### config.mk
export PLATFORM = sky130hd
export DESIGN_NAME = row_feeder
export DESIGN_NICKNAME = d
export VERILOG_FILES = /design/src/rtl/feeder_pkg.sv /design/src/rtl/feeder_fifo.sv /design/src/rtl/row_feeder.sv
export SDC_FILE = /design/constraint.sdc
export NUM_CORES = 1
export LEC_CHECK = 0
export BUFFER_PORTS_ARGS = -buffer_cell sky130_fd_sc_hd__buf_2
export CAP_MARGIN = 20
export CORE_MARGIN = 4
export CORE_UTILIZATION = 56
export CTS_BUF_LIST = sky130_fd_sc_hd__clkbuf_2
export DETAILED_ROUTE_END_ITERATION = 10
export HOLD_SLACK_MARGIN = 0.15
export PLACE_DENSITY = 0.88
export SYNTH_ARGS = -nofsm -noshare
export SYNTH_HDL_FRONTEND = slang
export SYNTH_SLANG_ARGS = --single-unit
export TNS_END_PERCENT = 100
### constraint.sdc
create_clock -name clk -period 3.8 [get_ports clk]
set_input_delay 0.19 -clock clk [delete_from_list [all_inputs] [get_ports clk]]
set_output_delay 0.19 -clock clk [all_outputs]
set_load 0.02 [all_outputs]
### src/rtl/feeder_pkg.sv
// Shared constants for the row feeder: instruction codes and FSM state encoding.
package feeder_pkg;

  localparam int unsigned INST_W = 2;

  localparam logic [INST_W-1:0] INST_IDLE = 2'b00;
  localparam logic [INST_W-1:0] INST_LOAD = 2'b01;
  localparam logic [INST_W-1:0] INST_EXEC = 2'b10;

  typedef enum logic [1:0] {
    ST_IDLE  = 2'd0,
    ST_RUN   = 2'd1,
    ST_DRAIN = 2'd2
  } state_t;

endpackage

### src/rtl/feeder_fifo.sv
// Synchronous FIFO with first-word fall-through read and a registered entry count.
module feeder_fifo #(
  parameter int unsigned width = 8,
  parameter int unsigned depth = 8
) (
  input  logic                     clk,
  input  logic                     reset,
  input  logic                     push,
  input  logic                     pop,
  input  logic [width-1:0]         wr_data,
  output logic [width-1:0]         rd_data,
  output logic                     full,
  output logic                     empty,
  output logic [$clog2(depth):0]   count
);

  localparam int unsigned AW = $clog2(depth);
  localparam int unsigned CW = AW + 1;

  logic [width-1:0] mem [depth];
  logic [AW-1:0]    wr_ptr;
  logic [AW-1:0]    rd_ptr;
  logic             push_ok;
  logic             pop_ok;

  assign push_ok = push && !full;
  assign pop_ok  = pop && !empty;

  assign full    = (count == CW'(depth));
  assign empty   = (count == '0);
  assign rd_data = mem[rd_ptr];

  // Pointers wrap naturally because depth is a power of two.
  always_ff @(posedge clk) begin
    if (reset) begin
      wr_ptr <= '0;
      rd_ptr <= '0;
      count  <= '0;
    end else begin
      if (push_ok) wr_ptr <= wr_ptr + AW'(1);
      if (pop_ok)  rd_ptr <= rd_ptr + AW'(1);
      case ({push_ok, pop_ok})
        2'b10:   count <= count + CW'(1);
        2'b01:   count <= count - CW'(1);
        default: count <= count;
      endcase
    end
  end

  always_ff @(posedge clk) begin
    if (push_ok) mem[wr_ptr] <= wr_data;
  end

endmodule

### src/rtl/row_feeder.sv
// Queues instruction/data vectors and issues them diagonally skewed onto the mac_array west edge.
// Define FEEDER_OCC_EN to expose the FIFO occupancy count as an output.
module row_feeder
  import feeder_pkg::*;
#(
  parameter int unsigned bw    = 4,
  parameter int unsigned row   = 8,
  parameter int unsigned depth = 8
) (
  input  logic                  clk,
  input  logic                  reset,
  input  logic [row*bw-1:0]     in_data,
  input  logic [1:0]            in_inst,
  input  logic                  in_valid,
  output logic                  in_ready,
  input  logic                  go,
  input  logic                  flush,
  output logic [row*bw-1:0]     out_w,
  output logic [2*row-1:0]      inst_w,
  output logic                  busy,
  output logic                  done
`ifdef FEEDER_OCC_EN
  ,
  output logic [$clog2(depth):0] occupancy
`endif
);

  localparam int unsigned VW = row * bw;
  localparam int unsigned EW = VW + INST_W;
  localparam int unsigned CW = $clog2(depth) + 1;
  localparam int unsigned DW = $clog2(row) + 1;
  localparam int unsigned RW = bw + INST_W;

  state_t          state;
  logic [DW-1:0]   drain_cnt;
  logic [EW-1:0]   fifo_rd;
  logic            fifo_full;
  logic            fifo_empty;
  logic [CW-1:0]   fifo_count;
  logic            push;
  logic            pop;
  logic [VW-1:0]   s0_data;
  logic [INST_W-1:0] s0_inst;

  assign in_ready = !fifo_full;
  assign push     = in_valid && in_ready;
  assign pop      = (state != ST_IDLE) && !fifo_empty;

  feeder_fifo #(
    .width (EW),
    .depth (depth)
  ) u_fifo (
    .clk     (clk),
    .reset   (reset),
    .push    (push),
    .pop     (pop),
    .wr_data ({in_inst, in_data}),
    .rd_data (fifo_rd),
    .full    (fifo_full),
    .empty   (fifo_empty),
    .count   (fifo_count)
  );

`ifdef FEEDER_OCC_EN
  assign occupancy = fifo_count;
`else
  logic unused_count;
  assign unused_count = ^fifo_count;
`endif

  // Skew stage 0: popped entry, or a bubble when nothing is issued.
  always_ff @(posedge clk) begin
    if (reset) begin
      s0_data <= '0;
      s0_inst <= INST_IDLE;
    end else if (pop) begin
      {s0_inst, s0_data} <= fifo_rd;
    end else begin
      s0_data <= '0;
      s0_inst <= INST_IDLE;
    end
  end

  // Row r sees its slice of stage 0 delayed by r cycles.
  for (genvar r = 0; r < row; r++) begin : g_row
    if (r == 0) begin : g_direct
      assign out_w[0 +: bw]  = s0_data[0 +: bw];
      assign inst_w[0 +: 2]  = s0_inst;
    end else begin : g_dly
      logic [r-1:0][RW-1:0] dly;
      always_ff @(posedge clk) begin
        if (reset) begin
          dly <= '0;
        end else begin
          dly[0] <= {s0_inst, s0_data[r*bw +: bw]};
          for (int k = 1; k < r; k++) dly[k] <= dly[k-1];
        end
      end
      assign {inst_w[2*r +: 2], out_w[r*bw +: bw]} = dly[r-1];
    end
  end

  // Control FSM; done is raised for the cycle in which the drain counter reaches row-1.
  always_ff @(posedge clk) begin
    if (reset) begin
      state     <= ST_IDLE;
      drain_cnt <= '0;
      busy      <= 1'b0;
      done      <= 1'b0;
    end else begin
      case (state)
        ST_IDLE: begin
          drain_cnt <= '0;
          done      <= 1'b0;
          if (go) begin
            state <= ST_RUN;
            busy  <= 1'b1;
          end
        end
        ST_RUN: begin
          drain_cnt <= '0;
          if (flush) state <= ST_DRAIN;
        end
        ST_DRAIN: begin
          if (done) begin
            state     <= ST_IDLE;
            busy      <= 1'b0;
            done      <= 1'b0;
            drain_cnt <= '0;
          end else if (!fifo_empty) begin
            drain_cnt <= '0;
          end else begin
            drain_cnt <= drain_cnt + DW'(1);
            done      <= (drain_cnt == DW'(row - 2));
          end
        end
        default: begin
          state     <= ST_IDLE;
          busy      <= 1'b0;
          done      <= 1'b0;
          drain_cnt <= '0;
        end
      endcase
    end
  end

endmodule

; Word level (Yosys, flattened, before mapping)
; Memories as Yosys holds them, arrays and structs flattened. A register that Yosys moved wholly into a read port is not among the register bits.
; Cells that the tools add are included.
[totals]
mem_bits_ro = 0
elab_cells = 81
ramBits = 272
regBits = 186
latch_bits = 0
in_bits = 39
memories = 1
output_inout_bits = 51
[classes]
shift = 0
n_lt_le_gt_ge = 0
div_mod_pow = 0
eq_ne = 9
n_mux = 13
n_bitwise = 4
mul = 0
n_addsub = 5
reduce_logical = 14
[memory_table]
columns = name, depth, width, rd, rd_clocked_by_memory_dff, wr, line_no
row1 = u_fifo.mem, 8, 34, 1, 1, 1, feeder_fifo.sv:20  ; logic [width-1:0] mem [depth];
[op_table]
columns = operator, n
row1 = $add A4 B1 Y4 const B, 2
row2 = $pmux W4 S2, 1
row3 = $add A3 B1 Y3 const B, 2
row4 = $mux W1, 6
row5 = $mux W2, 3
row6 = $ne A2 B2 Y1 const B, 3
row7 = $pmux W2 S3, 1
row8 = $reduce_and A3 Y1, 2
row9 = $eq A2 B1 Y1 const B, 2
row10 = $eq A2 B2 Y1 const B, 2
row11 = $eq A4 B3 Y1 const B, 1
row12 = $eq A4 B4 Y1 const B, 1
row13 = $logic_and A1 B1 Y1, 4
row14 = $logic_not A4 Y1, 1
row15 = $not A1 Y1, 4
row16 = $reduce_bool A2 Y1, 2
row17 = $reduce_or A4 Y1, 1
row18 = $sub A4 B1 Y4 const B, 1
row19 = $pmux W1 S3, 1
row20 = $logic_not A1 Y1, 2
row21 = $logic_not A2 Y1, 1
row22 = $pmux W1 S2, 1
row23 = $reduce_or A2 Y1, 1

; Logic depth before layout (Yosys ltp)
; Gate-level depths: netlist (run 1).
[logic_depth]
depth_word = 6
mapped_depth = 11
depth_no_buf = 9

; By module
; A second synthesis (run 1) with hierarchy kept.
[unflattened]
cells_unflattened = 886
area_unflattened_um2 = 15974.1
[by_module_without_submodules]
columns = module, cells_per_inst, seq_area_each_um2, area_per_inst_um2, instances
row1 = feeder_fifo, 469, 8428.1, 10988.0, 1
row2 = row_feeder, 417, 3363.2, 4986.0, 1

; Least setup slack after synthesis (run 1)
; Ideal clock, no wire load.
[synth_path]
kind = register to register
startpoint = register u_fifo.count[1]
endpoint = memory u_fifo.mem[0][0] in the netlist's numbering, enable pin
synth_period_minus_slack_ps = 3954
required_ps = 3332
setup_slack_ps = -154
setup_time_ps = 468
path_stages_with_launch = 7
arrival_time_ps = 3486
path_buffers = 2
cell_sequence = dfxtp_1 > buf_6 > or4b_2 > clkbuf_2 > nand2_2 > or2_2 > nor3_1
[synth_between]
elab_chain_cells = 6
[synth_lines]
columns = element, line_no
row1 = "start, declared", feeder_fifo.sv:14  ; output logic [$clog2(depth):0] count
row2 = "start signal, assigned", feeder_fifo.sv:43  ; 2'b10: count <= count + CW'(1);
row3 = "start signal, assigned", feeder_fifo.sv:44  ; 2'b01: count <= count - CW'(1);
row4 = "start signal, assigned", feeder_fifo.sv:45  ; default: count <= count;
row5 = $eq A4 B4 Y1 *, feeder_fifo.sv:29  ; assign full = (count == CW'(depth));
row6 = $logic_not A1 Y1 *, row_feeder.sv:45  ; assign in_ready = !fifo_full;
row7 = via in_ready, row_feeder.sv:15  ; output logic in_ready,
row8 = $logic_and A1 B1 Y1, row_feeder.sv:46  ; assign push = in_valid && in_ready;
row9 = $logic_and A1 B1 Y1 *, feeder_fifo.sv:26  ; assign push_ok = push && !full;
row10 = $mux W1 *, feeder_fifo.sv:51  ; if (push_ok) mem[wr_ptr] <= wr_data;
row11 = $mux W1 (not written as such) *, feeder_fifo.sv:51
row12 = "end, declared", feeder_fifo.sv:20
; Mark *: on every way through the listed nets, which the timed path passes. The rest lies on a longest branch.

; Worst setup path in the final report (run 1)
[layout_path]
startpoint = register u_fifo.count[1]
endpoint = memory u_fifo.mem[0][3] in the netlist's numbering, enable pin
[layout_between]
elab_chain_cells = 6
[layout_lines]
columns = element, line_no
row1 = $eq A4 B4 Y1 *, feeder_fifo.sv:29
row2 = $logic_not A1 Y1 *, "feeder_fifo.sv:26, row_feeder.sv:45"
row3 = $logic_and A1 B1 Y1, row_feeder.sv:46
row4 = $logic_and A1 B1 Y1 *, feeder_fifo.sv:26
row5 = $mux W1 *, feeder_fifo.sv:51
row6 = $mux W1 (not written as such) *, feeder_fifo.sv:51
; Mark *: on every way between the ends. The rest lies on a longest branch, timed or not.

==> key figures, run 1 <==
Critical path
  – Req. time, crit path: 4.31 ns
  – CP endpoint kind: flip-flop
  – Startpoint types: flip-flop
  – Reg-to-reg endpoint: u_fifo.mem[0][3]
  – CP peak stage delay: between 0.7 and 0.8 ns
  – Critical path peak fanout: 21
  – Reg2Reg Launch Point: u_fifo.count[1]
  – Critical path class: reg2reg
  – FF-to-FF path depth: 5
  – R2R setup slack: 1.06 ns
  – Crit-path slowest cell: nor3_4
  – WP data arrival: approximately 3.3 ns
  – CP Cell Sequence: or4b_2, nand2_2, or2_2, nor3_4, buf_4

Die
  – Die height: 175 um
  – Ports: 90
  – Row Count: 60
  – Initial core utilization: 57.3%
  – Die ar.: a little over 30,000 um2
  – Die Wd: approximately 170 um
  – Total core area: ~27,000 um2

Global route
  – GRT Total Usage: about 18%
  – M3 GR Usage: under 10%
  – Grt met2 use: between 30% and 40%
  – Vias in the first global route: roughly 8,300
  – GR met1 Demand/Resource: between 20% and 30%
  – Busiest grt layer: met2
  – GRT overflow: 0
  – Antenna violations before repair: 3
  – First-pass GRT wire length: approximately 44,000 um
  – Pin count of the biggest net entering global routing: slightly below 100

CTS
  – CTS buffer count: approximately 110
  – Clock Pin Slew Worst Setup and Hold Paths: approximately 0.090 ns
  – Maximum clock insertion buffer count: 3
  – CTS tree: yes
  – Clk sinks: between 400 and 500
  – Clock root cell: clkbuf_2
  – H-tree depth: 3
  – Worst-Skew Late Latency: between 0.9 and 1 ns

Timing
  – Max-slew headroom: about two fifths
  – Final number of max-transition violations: 0
  – Worst Tran Pin Value: 0.896 ns
  – Fin crit share: 72.1%
  – Final Skew: about 0.072 ns
  – Hold Fails Final Rpt: 0
  – Clock period minus final worst setup slack: about 2.7 ns
  – Final setup vio count: 0
  – Max frequency: 365 MHz
  – TNS Setup: 0 ns
  – RSZ-0062 raised after global routing: no

Yosys
  – Synth cell types: 37
  – Syn_area_per_cell: between 15 and 20 um2
  – Most numerous cell in the Yosys netlist: edfxtp_1
  – Post-synth EDFFs: ~270
  – Synth warn: 0
  – Yosys reg bits: 450
  – Yosys top cell area share: a little over half
  – Ys async rst share: 0%
  – Synthesized cell area: 15,600 um2
  – Syn Inst Count: between 800 and 900
  – Syn nets: ~900
  – Synth area leader: edfxtp_1
  – Post-synthesis sequential area ratio: around three quarters
  – Synth cell count leaders: 272 x edfxtp_1, 178 x dfxtp_1, 129 x nor2b_1, 68 x mux4_2, 53 x nor2_1
  – Dominant cells by area after synthesis: edfxtp_1 52%, dfxtp_1 23%, mux4_2 9.8%, nor2b_1 5.2%, mux2i_1 2.3%
  – Top FF cell, synth: edfxtp_1

Min path
  – Hold Path Class: in2reg
  – Worst Hold Launch: go
  – Hold Path End: busy
  – WHS Path Cells: 5

Power
  – Peak supply drop: 0.333 mV
  – Power density over cell area: ~540 nW/um2
  – Leakage: 0.00650 uW

Placed design
  – RD Place Congestion: 0.733
  – Cells after DPL: roughly 1,300
  – Buffers on Ports: 89
  – DP Wirelength: 14,900 um

Status
  – Status: completed

Drt
  – Antenna-violating nets left: 0
  – DRC viols: 0
  – Drt wl/cell: around 18 um
  – 1st-iter DRT viols: around 500
  – Routed vias: 7,854
  – Pre-antenna DRT Iters: 5
  – Final WL: ~27,000 um
  – Drt via density: about 5

Layout
  – Fill count: between 1,500 and 2,000
  – Share of layout cells above drive strength 1: a little under a third
  – Nets: approximately 1,100
  – Area Growth Syn to Fin: 15.6%
  – Final std cells w/o fill: ~1,500
  – Area of the multi-input gates: 3380 um2
  – FF+latch area: 11,700 um2

Flow run
  – Maxcap violations: 0
-- worst max-delay path by stage --
stage / from / end / slack (ns)
finish: u_fifo.count[1] / u_fifo.mem[0][3] / 1.06
global route: u_fifo.count[1] / u_fifo.mem[0][3] / 0.92
CTS: u_fifo.count[1] / u_fifo.mem[0][21] / 1.06
detailed placement: u_fifo.count[1] / u_fifo.mem[0][29] / 1.08
global placement: u_fifo.count[1] / u_fifo.mem[0][29] / 1.23
floorplan: u_fifo.count[1] / u_fifo.mem[1][0] / 0.10
-- area by class of cell --
class,count,share of cell area (%)
Antenna cell,2,0.0278
Inverter,1,0.0209
Multi-Input combinational cell,344,18.8
Timing Repair Buffer,181,7.52
Clock inverter,38,1.38
Sequential cell,450,65.2
Clock buffer,161,4.48
Tap cell,372,2.59
-- cells by family after synthesis --
group	after synthesis	share of synthesized area (%)
flops	450	75.3
simple gates	209	7.50
mux	105	12.2
buf+inv	86	3.34
compound gates	15	0.587
xor+xnor	8	0.450
fa+ha+maj	7	0.562
-- worst max-delay path, delay by kind of cell (launching register included) --
kind,cells,cell delay [ns]
buf+inv,1,0.49
flops,1,0.47
simple gates,4,1.44
-- metal layers --
metal	wire length, um	part of all wire [%]	vias up
li1	-	-	3676
met1	11200	41	3852
met2	14000	51	284
met3	1730	6.3	42
met4	456	1.7	0
met5	0	0	-
-- layout by cell type (no fill, tap or decap), types with 2 or more instances in the layout --
cell / count
dfxtp_2: 2
buf_12: 2
clkinv_1: 30
buf_4: 15
dlygate4sd3_1: 76
a21oi_1: 7
nand3b_1: 2
nor2_1: 47
dfxtp_1: 175
inv_2: 3
nand2b_1: 3
o21ai_0: 3
nand3_1: 4
buf_2: 88
mux4_2: 68
nor2b_1: 129
ha_1: 7
or3_1: 2
nand2_1: 7
xnor2_1: 3
nor2_4: 6
edfxtp_1: 272
clkbuf_2: 161
mux2i_1: 36
bufinv_16: 4
diode_2: 2
xor2_1: 5
-- per-stage QoR --
stage	hold WS, ns	total power, uW	cell area (um2)	utilization [%]	setup slack (ns)
2_1_floorplan	0.289	6420	15600	-	0.103
3_3_place_gp	0.407	6640	16200	59.5	1.23
3_5_place_dp	0.420	6690	16200	59.5	1.08
4_1_cts	0.190	9910	18000	66.2	1.06
5_1_grt	0.274	10300	18000	66.2	0.920
6_report	0.270	9800	18000	66.2	1.06
-- report_power, final --
group	leakage [uW]	internal, uW	switching (uW)
logic	0.00180	604	494
registers	0.00391	5360	177
clock network	0.000789	1400	1750
-- timing repair --
action	in CTS	in global routing
setup buffers	0	0
hold buffers	76	0
gates resized for setup	0	0
endpoints found under the hold margin	379	0
-- registers in the layout (all words and copies together) (netlist names) --
name             count
u_fifo.wr_ptr        3
drain_cnt            4
busy                 1
done                 1
state                2
u_fifo.count         4
inst_w              12
g_row.g_dly.dly     90
out_w               24
u_fifo.mem         272
s0_inst              2
s0_data             32
u_fifo.rd_ptr        3
No activity file was read; power rests on OpenSTA's default activity.
==> run 2: changes to the inputs <==
ABC_AREA = 1   (was default)
CORE_UTILIZATION = 57   (was 56)
PLACE_DENSITY = 0.89   (was 0.88)
clock period = 2.3 ns   (was 3.8 ns; I/O delays follow)
==> run 2 against run 1 <==
  * Synthesized cell count is 59% higher
  * Worst hold slack better by 0.020 ns
  * Clock-buffer cell count is 9 lower
  * Global-route usage is 2.9 points higher
  * Wire length is 22% higher
  * Critical path type unchanged
  * First-iteration DRC count is 89% higher
  * Largest cell class unchanged
  * Core utilization is 0.40 points higher
  * Sequential share of layout area is 2.1 points lower
  * Non-clock buffer count is 11 higher
  * Via count is 35% higher
==> key figures, run 2 <==
Min path
  – WHS Path Cells: 4 (was 5)
  – Hold Path End: u_fifo.wr_ptr[0] (was busy)
  – Hold Path Class: in2reg (unchanged)
  – Worst Hold Launch: in_valid (was go)

Timing
  – Fin crit share: 92.2% (was 72.1%)
  – Max-slew headroom: 60.8% (was 40.3%)
  – RSZ-0062 raised after global routing: no (unchanged)
  – Final setup vio count: 0 (unchanged)
  – Final number of max-transition violations: 0 (unchanged)
  – Clock period minus final worst setup slack: 2.12 ns (was 2.74 ns)
  – Worst Tran Pin Value: 0.588 ns (was 0.896 ns)
  – Max frequency: 472 MHz (was 365 MHz)
  – Hold_ws: 0.290 ns (was 0.270 ns)
  – Hold Fails Final Rpt: 0 (unchanged)
  – Final Skew: 0.0646 ns (was 0.0723 ns)

Yosys
  – Yosys reg bits: 450 (unchanged)
  – Synth warn: 0 (unchanged)
  – Most numerous cell in the Yosys netlist: nor2_1 (was edfxtp_1)
  – Post-synth EDFFs: 272 (unchanged)
  – Synth area leader: edfxtp_1 (unchanged)
  – Dominant cells by area after synthesis: edfxtp_1 50%, dfxtp_1 22%, nor2_1 8.6%, o21ai_0 4.1%, inv_1 3.4% (was edfxtp_1 52%, dfxtp_1 23%, mux4_2 9.8%, nor2b_1 5.2%, mux2i_1 2.3%)
  – Synth cell types: 34 (was 37)
  – Yosys top cell area share: 50.3% (was 52.5%)
  – Syn Inst Count: 1,402 (was 880)
  – Post-synthesis sequential area ratio: 72.3% (was 75.3%)
  – Syn_area_per_cell: 11.6 um2 (was 17.7 um2)
  – Syn nets: 1,448 (was 926)
  – Synth cell count leaders: 373 x nor2_1, 272 x edfxtp_1, 178 x dfxtp_1, 149 x inv_1, 132 x o21ai_0 (was 272 x edfxtp_1, 178 x dfxtp_1, 129 x nor2b_1, 68 x mux4_2, 53 x nor2_1)
  – Synthesized cell area: 16,200 um2 (was 15,600 um2)
  – Ys async rst share: 0% (unchanged)
  – Top FF cell, synth: edfxtp_1 (unchanged)

Layout
  – Max reg flops: 272 (unchanged)
  – FF+latch area: 11,700 um2 (about the same)
  – Commonest cells after routing, fill and taps aside: 364 x nor2_1, 272 x edfxtp_1, 175 x dfxtp_1, 152 x clkbuf_2, 149 x inv_1 (was 272 x edfxtp_1, 175 x dfxtp_1, 161 x clkbuf_2, 129 x nor2b_1, 88 x buf_2)
  – Area Growth Syn to Fin: 14.7% (was 15.6%)
  – Top reg by flops: u_fifo.mem (unchanged)
  – Fill count: 1,962 (was 1,849)
  – Biggest regs: u_fifo.mem: 272 flops, g_row.g_dly.dly: 90 flops, s0_data: 32 flops (unchanged)
  – Share of layout cells above drive strength 1: 18.7% (was 30.5%)
  – Nets: 1,632 (was 1,129)
  – Area of the multi-input gates: 3270 um2 (was 3380 um2)
  – Layout Utilization: 66.6% (was 66.2%)
  – Most common cell after layout, fill and taps aside: nor2_1 (was edfxtp_1)

Global route
  – GR met1 Demand/Resource: 25.8% (was 23.4%)
  – M3 GR Usage: 4.59% (was 4.89%)
  – First-pass GRT wire length: 53,000 um (was 44,200 um)
  – GRT Total Usage: 21.3% (was 18.4%)
  – Busiest grt layer: met2 (unchanged)
  – Pin count of the biggest net entering global routing: 138 (was 98)
  – GRT overflow: 0 (unchanged)
  – Vias in the first global route: 10,800 (was 8,272)
  – Grt met2 use: 36.3% (was 31.4%)
  – Antenna violations before repair: 3 (unchanged)

Drt
  – Routed vias: 10,600 (was 7,854)
  – 1st-iter DRT viols: 937 (was 497)
  – Antenna-violating nets left: 0 (unchanged)
  – Final WL: 33,200 um (was 27,300 um)
  – DRC viols: 0 (unchanged)
  – Drt wl/cell: 16.2 um (was 17.6 um)
  – Drt via density: 5.17 (was 5.07)
  – Pre-antenna DRT Iters: 5 (unchanged)

Placed design
  – Buffers on Ports: 89 (unchanged)
  – RD Place Congestion: 0.802 (was 0.733)
  – DP Wirelength: 18,900 um (was 14,900 um)

Critical path
  – Req. time, crit path: 3.10 ns (was 4.31 ns)
  – WP data arrival: 2.92 ns (was 3.25 ns)
  – FF-to-FF path depth: 13 (was 5)
  – CP endpoint kind: flip-flop (unchanged)
  – Startpoint types: flip-flop (unchanged)
  – Critical path peak fanout: 6 (was 21)
  – Critical path class: reg2reg (unchanged)
  – Reg-to-reg endpoint: u_fifo.count[2] (was u_fifo.mem[0][3])
  – R2R setup slack: 0.18 ns (was 1.06 ns)
  – Reg2Reg Launch Point: u_fifo.count[0] (was u_fifo.count[1])

Power
  – Leakage: 0.00697 uW (was 0.00650 uW)
  – Power density over cell area: 934 nW/um2 (was 544 nW/um2)
  – Peak supply drop: 0.457 mV (was 0.333 mV)

Die
  – Initial core utilization: 58.1% (was 57.3%)
  – Row Count: 61 (was 60)
  – Total core area: 27,900 um2 (was 27,200 um2)
  – Die height: 177 um (was 175 um)
  – Ports: 90 (unchanged)
  – Die ar.: 31,200 um2 (was 30,500 um2)
  – Die Wd: 177 um (was 175 um)

CTS
  – Clk sinks: 450 (unchanged)
  – CTS tree: yes (unchanged)
  – Worst-Skew Late Latency: 0.94 ns (was 0.91 ns)
  – Clock Pin Slew Worst Setup and Hold Paths: 0.10 ns (was 0.09 ns)
  – H-tree depth: 3 (unchanged)
  – Clock root cell: clkbuf_2 (unchanged)
  – Maximum clock insertion buffer count: 3 (unchanged)
  – CTS buffer count: 102 (was 105)

Flow run
  – Maxcap violations: 0 (unchanged)

Status
  – Status: completed (unchanged)
[run 2: what timing repair did]
action	CTS	global route
setup endpoints to repair	0	1
setup buffers	0	0
hold buffers	79	0
resized for setup	0	2
endpoints found under the hold margin	599	0
[run 2: logic make-up (layout without fill, tap and decap cells)]
family | Yosys count | count (layout) | share of synthesized area (%)
buffers and inverters | 262 | 532 | 7.96
adder cells (fa/ha/maj) | 7 | 7 | 0.540
XOR/XNOR | 5 | 5 | 0.270
AND/OR/NAND/NOR | 456 | 456 | 11.0
flip-flops | 450 | 450 | 72.3
other | 0 | 3 | 0
AO/OA/AOI/OAI | 222 | 222 | 7.94
[run 2: where the power goes]
| group | switching, uW | total, uW | internal, uW |
|---|---|---|---|
| Combinational | 2170 | 3200 | 1030 |
| Clock | 2920 | 4910 | 1990 |
| Sequential | 215 | 9270 | 9060 |
| Total | 5300 | 17400 | 12100 |
[run 2: per-layer routing]
metal	up-vias	wire [um]
li1	5029	-
met1	5010	12800
met2	493	16900
met3	82	2610
met4	0	955
met5	-	0
[run 2: area by class of cell]
class	count	area share, %
Sequential cell	450	63.1
Multi-Input combinational cell	690	17.6
Inverter	150	3.04
Timing Repair Buffer	192	8.56
Tap cell	378	2.54
Clock inverter	38	1.08
Clock buffer	152	4.09
Antenna cell	3	0.0403
[run 2: worst max-delay path, cell delays in order, from the launching register on]
cell and delay (ns):
dfxtp_1 0.37, nor2_2 0.17, nand3_2 0.09, nand2_2 0.13
inv_1 0.10, ha_1 0.27, nand2_1 0.09, inv_1 0.05
nor2_1 0.16, ha_1 0.19, a21oi_1 0.06, xnor2_1 0.14
o21ai_0 0.14, inv_1 0.06
[run 2: per-stage QoR]
step                      TNS, ns  area, um2  power [uW]  std cells  setup slack (ns)
after floorplan            -60.79      16300       11600       1402            -0.447
after detailed placement        0      16900       12500       1781             0.255
after CTS                       0      18600       17500       2050             0.230
after global routing            0      18600       18400       2053            0.0154
after global placement          0      16900       12200       1781             0.368
final                           0      18600       17400       2053             0.181
[run 2: worst max-delay path by stage]
stage / startpoint / to / cells after the start
floorplan: u_fifo.count[0] / u_fifo.mem[0][0] / 4
global placement: u_fifo.count[0] / u_fifo.count[2] / 12
detailed placement: u_fifo.count[0] / u_fifo.count[2] / 13
CTS: u_fifo.count[0] / u_fifo.count[2] / 12
global route: u_fifo.count[0] / u_fifo.count[2] / 13
finish: u_fifo.count[0] / u_fifo.count[2] / 13
